--- src/rtl/fdiv_iter.sv ---
// fdiv_iter: multi-cycle binary32 divider (RNE rounding, denormals flush to zero).
// Restoring division produces BITS_PER_CYCLE quotient bits per ITER cycle;
// every operand pair, special cases included, takes the same number of cycles.
//
// state   | meaning
// --------+--------------------------------------------------------------
// s_idle  | waiting for operands, in_ready=1
// s_prep  | unpack operands, classify specials, seed the divider
// s_iter  | restoring division, BITS_PER_CYCLE quotient bits per cycle
// s_round | normalise, round to nearest even, range check, load outputs
// s_done  | result presented (out_valid=1) until out_ready

module fdiv_iter #(
  parameter int BITS_PER_CYCLE = 1,
  parameter int TAG_W          = 4
) (
  input  logic             clk,
  input  logic             reset,
  input  logic             in_valid,
  output logic             in_ready,
  input  logic [31:0]      op1,
  input  logic [31:0]      op2,
  input  logic [TAG_W-1:0] in_tag,
  output logic             out_valid,
  input  logic             out_ready,
  output logic [31:0]      result,
  output logic [TAG_W-1:0] out_tag,
  output logic [3:0]       out_flags
);

  localparam int         ITER    = 26 / BITS_PER_CYCLE;
  localparam logic [4:0] ITER_M1 = 5'(ITER - 1);

  typedef enum logic [2:0] {
    s_idle,
    s_prep,
    s_iter,
    s_round,
    s_done
  } state_t;

  state_t state, state_nx;

  // operands and tag as captured at accept
  logic [31:0]      a_q, b_q;
  logic [TAG_W-1:0] tag_q;

  // unpacked working values
  logic              sign_q;
  logic signed [9:0] exp_q;
  logic [23:0]       m2_q;
  logic [25:0]       rem_q;
  logic [25:0]       quo_q;
  logic [4:0]        cnt_q;
  logic              sp_nan_q, sp_dz_q, sp_zero_q;

  // registered outputs
  logic [31:0]      result_q;
  logic [TAG_W-1:0] out_tag_q;
  logic [3:0]       flags_q;

  // unpack terms used in s_prep
  logic        z1, z2, nan_in;
  logic [23:0] m1_ld, m2_ld;
  logic [9:0]  exp_ld;

  // divider step results
  logic [25:0] rem_nx, quo_nx;

  // rounding terms used in s_round
  logic [23:0]       mant;
  logic              g_bit, st_bit, inc;
  logic [24:0]       mant_r;
  logic signed [9:0] e_adj, e_fin;
  logic [31:0]       res_rnd;
  logic [3:0]        flg_rnd;
  logic [31:0]       res_fin;
  logic [3:0]        flg_fin;

  // state register; reset aborts any divide in flight
  always_ff @(posedge clk) begin
    if (reset) state <= s_idle;
    else       state <= state_nx;
  end

  // next-state logic; the ITER phase ends when the down-counter hits zero
  always_comb begin
    state_nx = state;
    case (state)
      s_idle:  if (in_valid)       state_nx = s_prep;
      s_prep:                      state_nx = s_iter;
      s_iter:  if (cnt_q == 5'd0)  state_nx = s_round;
      s_round:                     state_nx = s_done;
      s_done:  if (out_ready)      state_nx = s_idle;
      default:                     state_nx = s_idle;
    endcase
  end

  // handshake outputs decoded from state
  always_comb begin
    in_ready  = (state == s_idle);
    out_valid = (state == s_done);
  end

  // operand unpack and special-case classification
  always_comb begin
    z1     = (a_q[30:23] == 8'd0);
    z2     = (b_q[30:23] == 8'd0);
    nan_in = (a_q[30:23] == 8'hFF) || (b_q[30:23] == 8'hFF) || (z1 && z2);
    m1_ld  = {1'b1, a_q[22:0]};
    m2_ld  = {1'b1, b_q[22:0]};
    exp_ld = {2'b00, a_q[30:23]} - {2'b00, b_q[30:23]} + 10'd127;
  end

  // restoring division: compare, conditionally subtract, shift, per quotient bit.
  // The remainder stays below 2*m2 so 26 bits never overflow.
  always_comb begin
    rem_nx = rem_q;
    quo_nx = quo_q;
    for (int i = 0; i < BITS_PER_CYCLE; i++) begin
      if (rem_nx >= {2'b00, m2_q}) begin
        rem_nx = rem_nx - {2'b00, m2_q};
        quo_nx = {quo_nx[24:0], 1'b1};
      end else begin
        quo_nx = {quo_nx[24:0], 1'b0};
      end
      rem_nx = {rem_nx[24:0], 1'b0};
    end
  end

  // normalise to 24 bits, round to nearest even, then range-check the exponent
  always_comb begin
    if (quo_q[25]) begin
      mant   = quo_q[25:2];
      g_bit  = quo_q[1];
      st_bit = quo_q[0] | (rem_q != 26'd0);
      e_adj  = exp_q;
    end else begin
      mant   = quo_q[24:1];
      g_bit  = quo_q[0];
      st_bit = (rem_q != 26'd0);
      e_adj  = exp_q - 10'sd1;
    end
    inc    = g_bit & (st_bit | mant[0]);
    mant_r = {1'b0, mant} + {24'd0, inc};
    // a carry out of the mantissa leaves 1.000..., so the fraction field is zero
    e_fin  = e_adj + $signed({9'd0, mant_r[24]});
    if (e_fin >= 10'sd255) begin
      res_rnd = {sign_q, 8'hFF, 23'd0};
      flg_rnd = 4'b0010;
    end else if (e_fin <= 10'sd0) begin
      res_rnd = {sign_q, 31'd0};
      flg_rnd = 4'b0001;
    end else begin
      res_rnd = {sign_q, e_fin[7:0], mant_r[22:0]};
      flg_rnd = 4'b0000;
    end
  end

  // special cases override the arithmetic result in priority order
  always_comb begin
    if (sp_nan_q) begin
      res_fin = 32'h7FC00000;
      flg_fin = 4'b1000;
    end else if (sp_dz_q) begin
      res_fin = {sign_q, 8'hFF, 23'd0};
      flg_fin = 4'b0100;
    end else if (sp_zero_q) begin
      res_fin = {sign_q, 31'd0};
      flg_fin = 4'b0000;
    end else begin
      res_fin = res_rnd;
      flg_fin = flg_rnd;
    end
  end

  // datapath registers, advanced by state
  always_ff @(posedge clk) begin
    if (reset) begin
      a_q       <= '0;
      b_q       <= '0;
      tag_q     <= '0;
      sign_q    <= 1'b0;
      exp_q     <= '0;
      m2_q      <= '0;
      rem_q     <= '0;
      quo_q     <= '0;
      cnt_q     <= '0;
      sp_nan_q  <= 1'b0;
      sp_dz_q   <= 1'b0;
      sp_zero_q <= 1'b0;
      result_q  <= '0;
      out_tag_q <= '0;
      flags_q   <= '0;
    end else begin
      case (state)
        s_idle: begin
          if (in_valid) begin
            a_q   <= op1;
            b_q   <= op2;
            tag_q <= in_tag;
          end
        end
        s_prep: begin
          sign_q    <= a_q[31] ^ b_q[31];
          exp_q     <= $signed(exp_ld);
          m2_q      <= m2_ld;
          rem_q     <= {2'b00, m1_ld};
          quo_q     <= '0;
          cnt_q     <= ITER_M1;
          sp_nan_q  <= nan_in;
          sp_dz_q   <= z2;
          sp_zero_q <= z1;
        end
        s_iter: begin
          rem_q <= rem_nx;
          quo_q <= quo_nx;
          cnt_q <= cnt_q - 5'd1;
        end
        s_round: begin
          result_q  <= res_fin;
          flags_q   <= flg_fin;
          out_tag_q <= tag_q;
        end
        default: ;
      endcase
    end
  end

  // outputs only change in s_round, so they are frozen throughout s_done
  always_comb begin
    result    = result_q;
    out_tag   = out_tag_q;
    out_flags = flags_q;
  end

endmodule
--- config.mk ---
export PLATFORM = sky130hd
export DESIGN_NAME = fdiv_iter
export DESIGN_NICKNAME = d
export VERILOG_FILES = /design/src/rtl/fdiv_iter.sv
export SDC_FILE = /design/constraint.sdc
export NUM_CORES = 1
export LEC_CHECK = 0
export CAP_MARGIN = 20
export CORE_AREA = 2 2 194 196
export DETAILED_ROUTE_END_ITERATION = 8
export DIE_AREA = 0 0 196 198
export HOLD_SLACK_MARGIN = 0.02
export PLACE_DENSITY = 0.52
export SLEW_MARGIN = 5
export SYNTH_ARGS = -nofsm -noshare
export SYNTH_HDL_FRONTEND = slang
export SYNTH_SLANG_ARGS = --single-unit
--- constraint.sdc ---
create_clock -name clk -period 16.8 [get_ports clk]
set_input_delay 4.2 -clock clk [delete_from_list [all_inputs] [get_ports clk]]
set_output_delay 4.2 -clock clk [all_outputs]
set_load 0.02 [all_outputs]
* Word-level counts from Yosys, hierarchy flattened
Index checks and enable logic that the tools add are counted.
** Storage, ports and cells
- Register bits :: 206
- Input port bits :: 72
- Output and inout port bits :: 42
- Logic and storage cells :: 73
** Operators by class
- Add/sub/neg operators :: 7
- $lt $le $gt $ge :: 3
- Equality and inequality tests :: 9
- Muxes and demuxes :: 23
- Bitwise logic cells :: 4
- Reductions and logical operators :: 11
** Operators by type and width (count)
- 31-bit two-way mux :: 4
- 26-bit case mux with 2 select lines :: 2
- 32-bit two-way mux :: 1
- 26-bit by 24-bit greater-or-equal comparator with 1-bit output :: 1
- 26-bit nonzero test :: 1
- 24-bit by 1-bit adder with 25-bit output :: 1
- 25-bit two-way mux :: 1
- 25-bit by 24-bit subtractor with 25-bit output :: 1
- 24-bit two-way mux :: 1
- 8-bit == test, second input constant :: 2
- 8-bit zero test :: 2
- 3-bit case mux with 5 select lines :: 1
- 3-bit two-way mux :: 4
- 10-bit by 2-bit adder with 10-bit output :: 1
- 9-bit by 8-bit adder with 10-bit output, second input constant :: 1
- 10-bit by 9-bit greater-or-equal comparator with 1-bit output, second input constant :: 1
- 10-bit by 1-bit less-or-equal comparator with 1-bit output, second input constant :: 1
- 10-bit two-way mux :: 1
- 5-bit case mux with 2 select lines :: 1
- 10-bit by 2-bit subtractor with 10-bit output, second input constant :: 1
- 8-bit by 8-bit subtractor with 9-bit output :: 1
- 3-bit by 2-bit == test with 1-bit output, second input constant :: 2
- 5-bit zero test :: 1
- 5-bit by 1-bit subtractor with 5-bit output, second input constant :: 1
- 16 further kinds :: 23

* Depth between registers and ports, before layout
Gate-level depths: netlist of the first run.
- Word-level depth :: 13
- Depth in mapped cells :: 25
- Gate-level depth less buffers :: 18

* Worst setup path after synthesis of the first run
No wires, ideal clock.
- Path kind :: register -> register
- Start :: reg quo_q[25]
- End :: reg result_q[11] (netlist: result[11])
- Setup time :: 117 ps
- Arrival :: 5908 ps
- Required time :: 16683 ps
- Setup slack :: 10775 ps
- Cell stages (with the launch flop) :: 26
- Buffers on the path :: 7
- Clock period less this slack :: 6025 ps
- Cells stage by stage :: dfxtp_1 buf_6 clkbuf_1 buf_1 buf_1 buf_1 nand2_1 a21boi_0 ha_1 and4_1 clkbuf_1 nand3_1 nor3_1 nand3_1 nor2_1 ha_1 inv_1 o41ai_1 o221ai_2 xnor2_1 or4_1 a211o_1 nand2_4 and3b_1 buf_6 a32o_1
** On the way
- Word-level cells in the longest chain between the ends :: 11
- Elaborated cells on any way between the ends :: 15
- Those cells by class :: 2 x add/sub; 2 x order compare; 9 x mux; 2 x bitwise
** RTL lines
- start: declaration :: RTL line 53 : logic [25:0] quo_q;
- start signal: assignment :: RTL line 217 : quo_q <= quo_nx;
- 1-bit two-way mux or 24-bit two-way mux (tied branches) :: RTL line 133 : if (quo_q[25]) begin
- 1-bit OR :: RTL line 144 : inc = g_bit & (st_bit | mant[0]);
- 1-bit AND :: RTL line 144
- 24-bit by 1-bit adder with 25-bit output :: RTL line 145 : mant_r = {1'b0, mant} + {24'd0, inc};
- 10-bit by 2-bit adder with 10-bit output :: RTL line 147 : e_fin = e_adj + $signed({9'd0, mant_r[24]});
- 10-bit by 1-bit less-or-equal comparator with 1-bit output :: RTL line 151 : end else if (e_fin <= 10'sd0) begin
- 31-bit two-way mux :: RTL line 151
- 31-bit two-way mux (*) :: RTL line 148 : if (e_fin >= 10'sd255) begin
- 31-bit two-way mux (*) :: RTL line 168 : end else if (sp_zero_q) begin
- 31-bit two-way mux (*) :: RTL line 165 : end else if (sp_dz_q) begin
- 32-bit two-way mux (*) :: RTL line 162 : if (sp_nan_q) begin
- end signal: assignment :: RTL line 221 : result_q <= res_fin;
- end: declaration :: RTL line 58 : logic [31:0] result_q;
Mark *: on every way between the ends. The rest lies on a longest branch, timed or not.
A chain may end at the register's enable or synchronous reset.

* Final worst setup path of the first run
- Start :: reg state[2]
- End :: out out_valid
** On the way
- Word-level cells in the longest chain between the ends :: 1
** RTL lines
- start: declaration :: RTL line 42 : state_t state, state_nx;
- start signal: assignment :: RTL line 82 : if (reset) state <= s_idle;
- start signal: assignment :: RTL line 83 : else state <= state_nx;
- 3-bit == test :: RTL line 102 : out_valid = (state == s_done);
- end: declaration :: RTL line 24 : output logic out_valid,
Every way passes these cells.

==> results of run 1 <==
==> worst max-delay path: stages (launching register included) <==
cell and delay [ns]:
dfxtp_1 0.44, nor3b_1 0.58, clkdlybuf4s50_1 0.73
==> state kept, by name, summed over array words and instances (netlist names) <==
signal,count
a_q,32
b_q,32
result,32
quo_q,26
rem_q,26
m2_q,24
exp_q,10
cnt_q,5
out_flags,4
out_tag,4
tag_q,4
state,3
sign_q,1
sp_dz_q,1
sp_nan_q,1
sp_zero_q,1
==> power by group through the flow <==
stage / clock [mW] / sequential (mW) / combinational [mW]
3_5_place_dp: 0 / 0.581 / 0.648
5_1_grt: 0.571 / 0.577 / 0.733
2_1_floorplan: 0 / 0.566 / 0.498
6_report: 0.536 / 0.571 / 0.652
4_1_cts: 0.551 / 0.570 / 0.654
3_3_place_gp: 0 / 0.580 / 0.650
==> path summary, 6_finish.rpt <==
kind / start / to / slack (ns) / depth (start not counted)
setup / recovery: state[2]$_SDFFE_PP0P_ / out_valid / 10.32 / 2
hold / removal: b_q[11]$_SDFFE_PP0P_ / m2_q[11]$_SDFFE_PP0P_ / 0.45 / 2
setup reg to reg: quo_q[25]$_SDFFE_PP0P_ / result[7]$_SDFFE_PP0P_ / 10.65 / 19
hold reg to reg: b_q[11]$_SDFFE_PP0P_ / m2_q[11]$_SDFFE_PP0P_ / 0.45 / 2
==> cells by family (layout without fill, tap and decap cells) <==
group                    after synthesis  count (layout)  share of synthesized area [%]
flip-flops                           206             206                           37.9
multiplexers                          18              18                           1.70
AND/OR/NAND/NOR                      556             556                           23.0
AO/OA/AOI/OAI                        388             388                           23.0
XOR/XNOR                              50              50                           4.03
adder cells (fa/ha/maj)               41              41                           4.86
buffers and inverters                153             222                           5.48
==> area by class of cell <==
type / count / area, um^2
Multi-Input combinational cell: 1053 / 6180
Timing Repair Buffer: 124 / 1210
Fill cell: 4000 / 23800
Tap cell: 474 / 593
Inverter: 55 / 206
Clock buffer: 34 / 698
Sequential cell: 206 / 4130
Clock inverter: 9 / 125
==> cell usage in the layout (no fill, tap or decap), drive strengths merged, types with 5 or more instances in the layout <==
cell,n
dfxtp,206
mux2i,14
a21o,16
nand2b,11
nor2,110
nand2,287
nand4,16
nor2b,15
clkdlybuf4s50,112
a32o,9
nand3b,8
a311oi,14
a21boi,5
a211oi,33
and3,9
or3,6
and2,10
xor2,18
a22oi,28
a21oi,170
inv,55
o21ai,33
nor3,25
a22o,14
buf,12
a31oi,15
xnor2,32
nor4,14
nand3,20
clkinv,5
ha,39
o21a,9
clkbuf,34
==> through the flow <==
step / area (um^2) / std cells / hold WS, ns / util [%]
final: 13100 / 1955 / 0.451 / 35.6
after global routing: 13100 / 1955 / 0.465 / 35.6
after CTS: 13100 / 1955 / 0.453 / 35.6
after detailed placement: 12300 / 1912 / 0.444 / 33.3
after global placement: 12300 / 1912 / 0.438 / 33.3
after floorplan: 10900 / 1412 / 0.432 / -
==> layer usage <==
metal | vias to the layer above | wire length (um) | track usage, %
met5 | - | 0 | 0
met4 | 0 | 449 | 3.06
met3 | 30 | 1220 | 2.37
met2 | 160 | 12700 | 23.7
met1 | 4560 | 15200 | 21.5
li1 | 5061 | - | -
==> metrics.log, run 1 <==
[metrics] Port Buf Inserts: 113
[metrics] mean instance size in the synthesized netlist: 7.70 um^2
[metrics] largest vdd supply drop: 74.4 uV
[metrics] Reg clk slew, reported paths: 0.06 ns
[metrics] power per cell area: 134 mW/mm^2
[metrics] number of buffers created by CTS: 24
[metrics] Synth Instances: 1,412
[metrics] WS Path Type: reg -> out
[metrics] biggest fanout along the worst timing path: 8
[metrics] Total Neg Setup Slack: 0 ns
[metrics] final cycle utilization of the critical path: 38.6%
[metrics] Antenna diodes: 0
[metrics] static leakage: 4.67 nW
[metrics] post-synth cell types: 71
[metrics] global route total overflow: 0
[metrics] shortest period the worst path allows: 6.48 ns
[metrics] Worst EP arrival: 2.28 ns
[metrics] Max-Cap Viols: 0
[metrics] maximum number of pins on one net before global-route repair: 103
[metrics] total chip power: 1.76 mW
[metrics] initial core utilization: 29.4%
[metrics] outcome: completed
[metrics] post-synthesis sequential area ratio: 37.9%
[metrics] clock sink count: 206
[metrics] global-route wire length before repair: 48.4 mm
[metrics] unrepaired setup endpoints after global routing: false
[metrics] kind of start point of the critical path: flip-flop
[metrics] WL/cell: 15.1 um
[metrics] number of I/O pins: 114
[metrics] share of total power in combinational logic: 37.1%
[metrics] count of pins over their slew limit: 0
[metrics] FFs w/ async S/R, synth: 0%
[metrics] via count normalized by instance count: 5.02
[metrics] cell area after synthesis: 0.0109 mm^2
[metrics] Detailed Routing Iterations Pass 1: 5
[metrics] chip height: 198 um
[metrics] maximum clock rate: 0.154 GHz
[metrics] remaining antenna violation count: 0
[metrics] fin nets: 1,577
[metrics] most frequently used cell type in the post-synthesis netlist: nand2_1
[metrics] net switching component of the power: 649 uW
[metrics] number of enable flip-flop cells after synthesis: 0
[metrics] fraction of layout instances using a drive strength above 1: 5.47%
[metrics] width of the chip: 196 um
[metrics] weighted congestion reported at the end of routability-driven placement: 0.826
[metrics] total routing usage reported by global routing: 15.0%
[metrics] estimated wirelength of the detail-placed design: 20.4 mm
[metrics] post-route DRC violation count: 0
[metrics] standard cell core area: 0.0370 mm^2
[metrics] cells taking the most area after synthesis: dfxtp_1 38%, nand2_1 9.9%, a21oi_1 7.8%
[metrics] DIE AREA: 0.0388 mm^2
[metrics] total of warnings raised by yosys: 0
[metrics] number of register bits inferred by synthesis: 206
[metrics] final clock skew: 0.0136 ns
[metrics] relative area change from synthesis to final layout: 20.9%
[metrics] Post-Syn Nets: 1,525
[metrics] Longest Clk Path Bufs: 3
[metrics] number of H-tree levels: 1
[metrics] CTS hold repair buffers: 0
[metrics] largest area contributor in the netlist: dfxtp_1
[metrics] Final setup viols: 0
[metrics] num rows: 71
[metrics] proportion of netlist area held by the largest area contributor: 37.9%
[metrics] Worst Max-Slew Pin Slew: 0.915 ns
[metrics] post-cts repair resize count: 0
[metrics] data required time of the critical path: 12.60 ns
[metrics] total wire length: 29.6 mm
[metrics] sequential cell fraction of total power: 32.4%
[metrics] TritonCTS clock tree: yes
[metrics] clock group share of total power: 30.5%
[metrics] Top FF cell, synth: dfxtp_1
[metrics] number of violations reported at the end of detailed-routing iteration 0: 482
[metrics] Rel. slew slack: 38.8%
[metrics] number of global-route vias before repair: 9,190
[metrics] cell internal power dissipation: 1.11 mW
[metrics] switching part of the total: 36.9%
[metrics] antenna violations before repair: 0
[metrics] library cell used as clock root buffer: clkbuf_16
[metrics] count of endpoints failing hold in the final timing report: 0
[metrics] clock network latency to the later pin of the worst-skew pair: 0.54 ns
[metrics] post-CTS setup buffers: 0
[metrics] vias after detailed routing: 9,811
[metrics] minimum setup slack in the final design: 10.32 ns
[metrics] top post-synthesis cells by count: 286 x nand2_1, 206 x dfxtp_1, 170 x a21oi_1
[metrics] classification of the worst-slack hold path: reg -> reg
[metrics] Worst Setup Slack post-DPL: 10.64 ns
[metrics] CP endpoint kind: output port
Power figures use the tool's default switching activity.
==> run 2, diff against run 1 <==
--- a/config.mk
+++ b/config.mk
@@ -10,7 +10,7 @@
 export DETAILED_ROUTE_END_ITERATION = 8
 export DIE_AREA = 0 0 196 198
 export HOLD_SLACK_MARGIN = 0.02
-export PLACE_DENSITY = 0.52
+export PLACE_DENSITY = 0.54
 export SLEW_MARGIN = 5
 export SYNTH_ARGS = -nofsm -noshare
 export SYNTH_HDL_FRONTEND = slang
==> constraint.sdc (replaced) <==
create_clock -name clk -period 5.6 [get_ports clk]
set_input_delay 1.4 -clock clk [delete_from_list [all_inputs] [get_ports clk]]
set_output_delay 1.4 -clock clk [all_outputs]
set_load 0.02 [all_outputs]
==> run 2 against run 1 <==
  * Count of clock-buffer cells in the layout rose by 4
  * Final cell count rose by 0.26%
  * First-iteration DRC count up 6.2%
  * Combinational power grew to 3.0 times the previous value
  * Via count is 0.91% higher
  * Cell area up 0.67%
  * Clock skew grew 0.012 ns
  * Wire length is 0.32% lower
  * Sequential share of layout area is 0.21 points lower
==> metrics.log, run 2 (synthesis gave the netlist of run 1 again) <==
[metrics] cell area reported after detailed placement: 0.0124 mm^2 (+0.29%)
[metrics] final-layout fill cell count: 3,936 (-1.6%)
[metrics] Reg clk slew, reported paths: 0.06 ns (about the same)
[metrics] switching part of the total: 36.6% (-0.31 points)
[metrics] clock network latency to the later pin of the worst-skew pair: 0.55 ns (about the same)
[metrics] estimated wirelength of the detail-placed design: 20.8 mm (+1.9%)
[metrics] TritonCTS clock tree: yes
[metrics] number of buffers created by CTS: 25 (+4.2%)
[metrics] antenna violations before repair: 0 (unchanged)
[metrics] power per cell area: 406 mW/mm^2 (+200%)
[metrics] start of the worst register-to-register path: quo_q[25]$_SDFFE_PP0P_
[metrics] total chip power: 5.37 mW (+210%)
[metrics] maximum number of pins on one net before global-route repair: 182 (+77%)
[metrics] Rel. slew slack: 39.4% (+0.59 points)
[metrics] shortest period the worst path allows: 5.12 ns
[metrics] outcome: completed
[metrics] Final Cell Area: 0.0132 mm^2 (+0.67%)
[metrics] Total Neg Setup Slack: 0 ns (unchanged)
[metrics] num rows: 71 (unchanged)
[metrics] via count normalized by instance count: 5.05 (+0.65%)
[metrics] final non-filler cell total: 1,960 (+0.26%)
[metrics] hold path endpoint: m2_q[2]$_SDFFE_PP0P_
[metrics] Finished Core Util: 35.8% (+0.24 points)
[metrics] sequential cell fraction of total power: 31.9% (-0.5 points)
[metrics] post-CTS setup buffers: 0 (unchanged)
[metrics] Port Buf Inserts: 113 (unchanged)
[metrics] fin nets: 1,580 (+0.19%)
[metrics] clock group share of total power: 31.6% (+1.1 points)
[metrics] relative area change from synthesis to final layout: 21.7%
[metrics] total routing usage reported by global routing: 14.9% (-0.075 points)
[metrics] standard cell core area: 0.0370 mm^2 (unchanged)
[metrics] cell internal power dissipation: 3.40 mW (+210%)
[metrics] Worst EP arrival: 5.54 ns (+3.26 ns)
[metrics] number of H-tree levels: 1 (unchanged)
[metrics] chip height: 198 um (unchanged)
[metrics] width of the chip: 196 um (unchanged)
[metrics] Hold Path Stages: 2 (unchanged)
[metrics] most common cell after layout, fill and taps aside: nand2_1
[metrics] worst hold margin: 0.450 ns (-0.000644 ns)
[metrics] depth of the most critical reg-to-reg path: 18 (-1)
[metrics] maximum clock rate: 0.195 GHz
[metrics] classification of the worst-slack hold path: reg -> reg
[metrics] unrepaired setup endpoints after global routing: false
[metrics] Worst Setup Slack post-DPL: 0.325 ns (-10.32 ns)
[metrics] vias after detailed routing: 9,900 (+0.91%)
[metrics] number of global-route vias before repair: 9,198 (+0.087%)
[metrics] net switching component of the power: 1.96 mW (+200%)
[metrics] weighted congestion reported at the end of routability-driven placement: 0.863 (+4.4%)
[metrics] final cycle utilization of the critical path: 91.4%
[metrics] fraction of layout instances using a drive strength above 1: 5.99% (+0.52 points)
[metrics] global-route wire length before repair: 48.1 mm (-0.51%)
[metrics] minimum setup slack in the final design: 0.484 ns (-9.83 ns)
[metrics] top library cells by usage in the layout, fill and taps aside: 284 x nand2_1, 205 x dfxtp_1, 170 x a21oi_1, 112 x clkdlybuf4s50_1, 109 x nor2_1
[metrics] origin of the worst min-delay path: b_q[2]$_SDFFE_PP0P_
[metrics] initial core utilization: 29.4% (unchanged)
[metrics] Max-Cap Viols: 0 (unchanged)
[metrics] CTS hold repair buffers: 0 (unchanged)
[metrics] static leakage: 4.72 nW (+1.2%)
[metrics] library cell used as clock root buffer: clkbuf_16
[metrics] global route total overflow: 0 (unchanged)
[metrics] Detailed Routing Iterations Pass 1: 5 (unchanged)
[metrics] CP endpoint kind: flip-flop
[metrics] number of I/O pins: 114 (unchanged)
[metrics] Antenna diodes: 0 (unchanged)
[metrics] Final setup viols: 0 (unchanged)
[metrics] biggest fanout along the worst timing path: 22 (+14)
[metrics] WS Path Type: reg -> reg
[metrics] Longest Clk Path Bufs: 3 (unchanged)
[metrics] FF-to-FF setup slack: 0.48 ns (-10.17 ns)
[metrics] Worst Max-Slew Pin Slew: 0.910 ns (-0.00561 ns)
[metrics] total wire length: 29.5 mm (-0.32%)
[metrics] share of total power in combinational logic: 36.6% (-0.5 points)
[metrics] number of violations reported at the end of detailed-routing iteration 0: 512 (+6.2%)
[metrics] final clock skew: 0.0253 ns (+0.0117 ns)
[metrics] timing startpoint of the critical path: quo_q[25]$_SDFFE_PP0P_
[metrics] remaining antenna violation count: 0 (unchanged)
[metrics] post-route DRC violation count: 0 (unchanged)
[metrics] WL/cell: 15.1 um (-0.58%)
[metrics] DIE AREA: 0.0388 mm^2 (unchanged)
[metrics] largest vdd supply drop: 280 uV (+280%)
[metrics] count of endpoints failing hold in the final timing report: 0 (unchanged)
[metrics] kind of start point of the critical path: flip-flop
[metrics] Post-Place Cells: 1,914 (+0.10%)
[metrics] FF-to-FF End: result[15]$_SDFFE_PP0P_
[metrics] clock sink count: 206 (unchanged)
[metrics] count of pins over their slew limit: 0 (unchanged)
[metrics] data required time of the critical path: 6.02 ns (-6.58 ns)
-- run 2: area by class of cell --
class / instances / area [um^2] / area share, %
clock inverters: 8 / 109 / 0.823
well taps: 474 / 593 / 4.48
clock buffers: 38 / 764 / 5.78
flip-flops and latches: 206 / 4130 / 31.2
multi-input cells: 1053 / 6190 / 46.8
repair buffers: 126 / 1240 / 9.36
inverters: 55 / 206 / 1.56
-- run 2: power groups by stage --
stage / sequential, mW / combinational (mW) / clock (mW)
3_3_place_gp: 1.74 / 1.95 / 0
2_1_floorplan: 1.70 / 1.50 / 0
3_5_place_dp: 1.74 / 1.96 / 0
4_1_cts: 1.71 / 1.97 / 1.75
5_1_grt: 1.73 / 2.21 / 1.81
6_report: 1.71 / 1.96 / 1.69
-- run 2: critical path, cell delays in order (launching register included) --
cell and delay, ns:
dfxtp_2 0.40, nand2b_1 0.22, a21boi_0 0.19, ha_1 0.23
and4_1 0.33, nand3_1 0.21, nor3_2 0.38, nand3_1 0.15
nor2_1 0.13, ha_1 0.20, inv_1 0.08, o41ai_2 0.44
o221ai_2 0.22, xnor2_1 0.16, or4_1 0.52, a211o_1 0.33
nand2_4 0.14, and3b_2 0.37, a32o_1 0.29
-- run 2: what timing repair did --
item                                    in CTS  in global routing
endpoints found under the hold margin        0                  0
endpoints found under the setup margin       0                 22
gates resized for setup                      0                  1
-- run 2: metal layers --
metal / part of all wire, % / global-route usage [%] / vias to the layer above / routed length, um
met5: 0 / 0 / - / 0
met4: 2.2 / 3.70 / 0 / 643
met3: 4.1 / 2.16 / 38 / 1210
met2: 44 / 23.6 / 190 / 12900
met1: 50 / 21.2 / 4602 / 14700
li1: - / - / 5070 / -
-- run 2: worst max-delay path by stage --
stage | to | cells past startpoint
after detailed placement | result[15]$_SDFFE_PP0P_ | 18
after global placement | result[7]$_SDFFE_PP0P_ | 18
after global routing | result[15]$_SDFFE_PP0P_ | 18
after CTS | result[15]$_SDFFE_PP0P_ | 18
final | result[15]$_SDFFE_PP0P_ | 18
after floorplan | result[11]$_SDFFE_PP0P_ | 24
==> run 3, diff against run 2 <==
--- a/config.mk
+++ b/config.mk
@@ -11,7 +11,7 @@
 export DIE_AREA = 0 0 196 198
 export HOLD_SLACK_MARGIN = 0.02
 export PLACE_DENSITY = 0.54
-export SLEW_MARGIN = 5
+export SLEW_MARGIN = 20
 export SYNTH_ARGS = -nofsm -noshare
 export SYNTH_HDL_FRONTEND = slang
 export SYNTH_SLANG_ARGS = --single-unit
==> results of run 3 <==
Final layout, timing and power as in run 2 (identical DEF).
